$ cat config.mk
export PLATFORM = sky130hd
export DESIGN_NAME = slt_serial_unit
export DESIGN_NICKNAME = d
export VERILOG_FILES = /design/src/rtl/slt_serial_pkg.sv /design/src/rtl/full_adder_bit.sv /design/src/rtl/slt_serial_unit.sv
export SDC_FILE = /design/constraint.sdc
export NUM_CORES = 1
export LEC_CHECK = 0
export ABC_AREA = 1
export BUFFER_PORTS_ARGS = -buffer_cell sky130_fd_sc_hd__buf_2
export CAP_MARGIN = 15
export CORE_MARGIN = 1.5
export CORE_UTILIZATION = 40
export DETAILED_ROUTE_END_ITERATION = 7
export GPL_TIMING_DRIVEN = 0
export SETUP_SLACK_MARGIN = 0.5
export SLEW_MARGIN = 25
export SYNTH_ARGS = -nofsm -noshare
export SYNTH_HDL_FRONTEND = slang
export SYNTH_SLANG_ARGS = --single-unit
export TNS_END_PERCENT = 5
$ cat constraint.sdc
create_clock -name clk -period 3.1 [get_ports clk]
set_input_delay 0.155 -clock clk [delete_from_list [all_inputs] [get_ports clk]]
set_output_delay 0.155 -clock clk [all_outputs]
set_load 0.01 [all_outputs]
$ cat src/rtl/slt_serial_pkg.sv
// Shared types and defaults for the bit-serial set-on-less-than engine.
package slt_serial_pkg;

  typedef enum logic [1:0] {
    IDLE = 2'd0,
    RUN  = 2'd1,
    DONE = 2'd2
  } slt_state_t;

  localparam int unsigned SLT_WIDTH_DEFAULT = 32;

endpackage

$ cat src/rtl/full_adder_bit.sv
// Single gate-level full-adder cell; the entire arithmetic datapath of the serial engine.
module full_adder_bit (
  input  logic a,
  input  logic b,
  input  logic cin,
  output logic s,
  output logic cout
);

  logic axb, ab, cab;

  xor g_x0 (axb, a, b);
  xor g_x1 (s, axb, cin);
  and g_a0 (ab, a, b);
  and g_a1 (cab, axb, cin);
  or  g_o0 (cout, ab, cab);

endmodule

$ cat src/rtl/slt_serial_unit.sv
// Bit-serial slt/sltu flag: computes a + ~b + 1 LSB first, one bit per clock.
module slt_serial_unit
  import slt_serial_pkg::*;
#(
  parameter int unsigned WIDTH = SLT_WIDTH_DEFAULT
) (
  input  logic             clk,
  input  logic             rst_n,
  input  logic             start,
  input  logic             signed_mode,
  input  logic [WIDTH-1:0] a,
  input  logic [WIDTH-1:0] b,
  output logic             busy,
  output logic             done,
  output logic             lt
);

  localparam int unsigned CW = (WIDTH > 1) ? $clog2(WIDTH) : 1;
  localparam logic [CW-1:0] LAST = CW'(WIDTH - 1);

  slt_state_t       state;
  logic [WIDTH-1:0] sa, sb;
  logic             carry;
  logic [CW-1:0]    cnt;
  logic             sgn;
  logic             s, c_out;

  full_adder_bit u_fa (
    .a   (sa[0]),
    .b   (sb[0]),
    .cin (carry),
    .s   (s),
    .cout(c_out)
  );

  always_ff @(posedge clk or negedge rst_n) begin
    if (!rst_n) begin
      state <= IDLE;
      sa    <= '0;
      sb    <= '0;
      carry <= 1'b0;
      cnt   <= '0;
      sgn   <= 1'b0;
      busy  <= 1'b0;
      done  <= 1'b0;
      lt    <= 1'b0;
    end else begin
      done <= 1'b0;
      case (state)
        IDLE, DONE: begin
          if (start) begin
            sa    <= a;
            sb    <= ~b;
            sgn   <= signed_mode;
            carry <= 1'b1;
            cnt   <= '0;
            lt    <= 1'b0;
            busy  <= 1'b1;
            state <= RUN;
          end else begin
            state <= IDLE;
          end
        end
        RUN: begin
          sa    <= sa >> 1;
          sb    <= sb >> 1;
          carry <= c_out;
          cnt   <= cnt + 1'b1;
          // Final step: sign bit s and overflow carry_in ^ c_out are both live here.
          if (cnt == LAST) begin
            lt    <= sgn ? (s ^ (carry ^ c_out)) : ~c_out;
            busy  <= 1'b0;
            done  <= 1'b1;
            state <= DONE;
          end
        end
        default: begin
          busy  <= 1'b0;
          state <= IDLE;
        end
      endcase
    end
  end

endmodule

==> flow_summary.toml <==
[synth]
synthSimpleGateAreaFrac_pct = 34.7
synth-seq-cells = 76
synth.distinct_cells = 21
async_reset_ff_share_pct = 100
synth_top_family_by_area = "simple AND/OR/NAND/NOR gates"
avgSynthCellArea_um2 = 6.87
syn_inst = 562
yosysSeqAreaShare_pct = 49.2
synth_top_area_share_pct = 49.2
synth.largest_area_cell = "dfrtp_1"
synthAdderAreaFrac_pct = 1.68
synth_area_leaders = "dfrtp_1 49%, nand2_1 33%, inv_1 9.4%, buf_2 1.6%, buf_6 1.2%"
synth_compound_area_share_pct = 0.680
ys_warn_count = 0
syn_nets = 634
synth_edf_count = 0
synth-xor-area-share_pct = 0
synthMuxAreaShare_pct = 0
yosys_most_used_dff = "dfrtp_1"
syn-cell-area_um2 = 3860

[detailed_routing]
via_per_inst = 4.17
num_vias = 3257
drt_wl_total_um = 7800
ant_nets = 0
drtIter0Drc = 160
remaining_drc_errors = 0
firstDrtPassIters = 5
avgRoutedWirePerCell_um = 9.99

[timing]
min_period_ns = 1.45
period_share_pct = 46.7
fmax_mhz = 691
slew_headroom_pct = 67.3
clock-skew-final_ns = 0.00856
setup_viol = 0
worst_slew_pin_slew_ns = 0.491
final_hold_viol_count = 0
tns_ns = 0
finalMaxSlewViolations = 0
rsz0062_at_grt = "no"

[clock_tree]
cts-root-buf = "clkbuf_8"
cts_buffers = 9
clock_latency_ns = 0.35
clock_path_buffers = 2
htreeDepth = 3
cts_resized = 0
path_clk_slew_ns = 0.09
cts_tree = "done"
clkSinkCount = 76

[global_routing]
grt_max_degree = 41
antenna_found_initial = 0
grt_pass1_vias = 3080
grt-ovfl-total = 0
gr-usage-all-layers_pct = 16.8
grt_first_pass_wirelength_um = 13600

[cells_and_area]
nets = 719
diodes = 0
area_growth_pct = 19.8
drive_gt1_share_pct = 17.5
fill_cells = 983
multiInputGateArea_um2 = 1430
seq_area_um2 = 1900

[floorplanning]
die_h_um = 101
io_pins = 71
initial_utilization_pct = 41.6
coreArea_um2 = 9280
die_w_um = 101
dieArea_um2 = 10300
placementRows = 35

[setup_path]
r2r_slack_ns = 1.65
path_class = "flop to flop"
worstSetupEndpointType = "flop"
cp.required_ns = 3.35
cp_max_fo = 5
critPathLaunchType = "flop"
cp.arrival_ns = 1.69

[placement]
gp_congestion = 0.761
io_buffers = 70
dp_hpwl_um = 5480

[pwr]
p_leak_uw = 0.00289
worst_ir_drop_vdd_mv = 0.332
pwr_density_cell_nw_per_um2 = 912
fin_total_pwr_uw = 4220

[run_status]
status = "finished clean"

[flow_run]
drv_cap = 0

[hold_path]
hp-class = "input pin to flop"
-- layout make-up --
class	instances	area share (%)
clock buffer	9	2.68
buffer	21	3.00
tap	129	3.49
timing repair buffer	74	8.71
clock inverter	7	1.65
multi-input combinational	361	30.9
inverter	104	8.44
sequential	76	41.1
-- metrics by stage --
step | worst slack, ns | utilization [%] | hold WS [ns] | instances | area (µm²)
floorplan | 1.81 | - | -0.141 | 562 | 3860
global placement | 1.26 | 47.1 | 0.357 | 761 | 4370
detailed placement | 1.66 | 47.4 | 0.153 | 762 | 4400
CTS | 1.64 | 49.8 | 0.0168 | 781 | 4630
global route | 1.49 | 49.8 | 0.0352 | 781 | 4630
finish | 1.65 | 49.8 | 0.0256 | 781 | 4630
-- metal layers --
layer  global-route usage, %  up-vias  part of all wire, %
met5                       0        -                    0
met4                    5.45        0                  1.1
met3                    2.97       10                  4.3
met2                    27.4       72                   44
met1                    22.9     1420                   50
li1                        -     1755                    -
-- sequential cells by signal (all words and copies together), names as in the netlist --
register  flops
state         2
lt            1
sgn           1
cnt           5
done          1
busy          1
sb           32
sa           32
carry         1
-- worst max-delay path, cell delays in order, from the launching register on --
cell and delay, ns:
dfrtp_1 0.43, ha_1 0.18, nand2_1 0.07, nor2_1 0.15
ha_1 0.22, nand3_1 0.15, nand3_1 0.10, nand2_1 0.05
-- report_power, final --
part / switching [µW] / internal, µW / leakage [µW] / total, µW
clock network: 398 / 376 / 0.0000958 / 774
registers: 264 / 1460 / 0.000943 / 1730
logic: 1060 / 661 / 0.00185 / 1720
-- cell usage in the layout (no fill, tap or decap), drive strengths merged, types with 3 or more instances in the layout --
master / n
buf: 91
clkbuf: 10
clkinv: 7
dfrtp: 76
dlygate4sd3: 3
inv: 101
nand2: 337
nand3: 5
nor2: 8
o21ai: 3
-- kinds of logic (layout without fill, tap and decap cells) --
kind of cell,after synthesis,in the layout
flops,76,76
buf+inv,125,215
fa+ha+maj,4,4
simple gates,352,352
compound gates,5,5
-- cells in the mapped netlist, types with 2 or more instances --
library cell  number
buf_2             12
buf_4              4
buf_6              4
clkinv_1           4
dfrtp_1           76
fa_1               2
ha_1               2
inv_1             97
inv_2              3
nand2_1          335
nand2_2            2
nand3_1            5
nor2_1             7
o21ai_0            2
-- worst paths after layout --
kind | from | to | depth (start not counted)
max | cnt[0] | lt | 7
min | signed_mode | sgn | 3
max reg2reg | cnt[0] | lt | 7
min reg2reg | sa[31] | sa[31] | 2
max in group asynchronous | rst_n | sa[10] | 3
min in group asynchronous | rst_n | sb[6] | 2
-- timing repair --
| action | 4_1_cts | 5_1_grt |
|---|---|---|
| buffers inserted | 0 | 0 |
| endpoints found under the hold margin | 38 | 0 |
| hold buffers | 3 | 0 |
(Power assumes the default switching activity.)
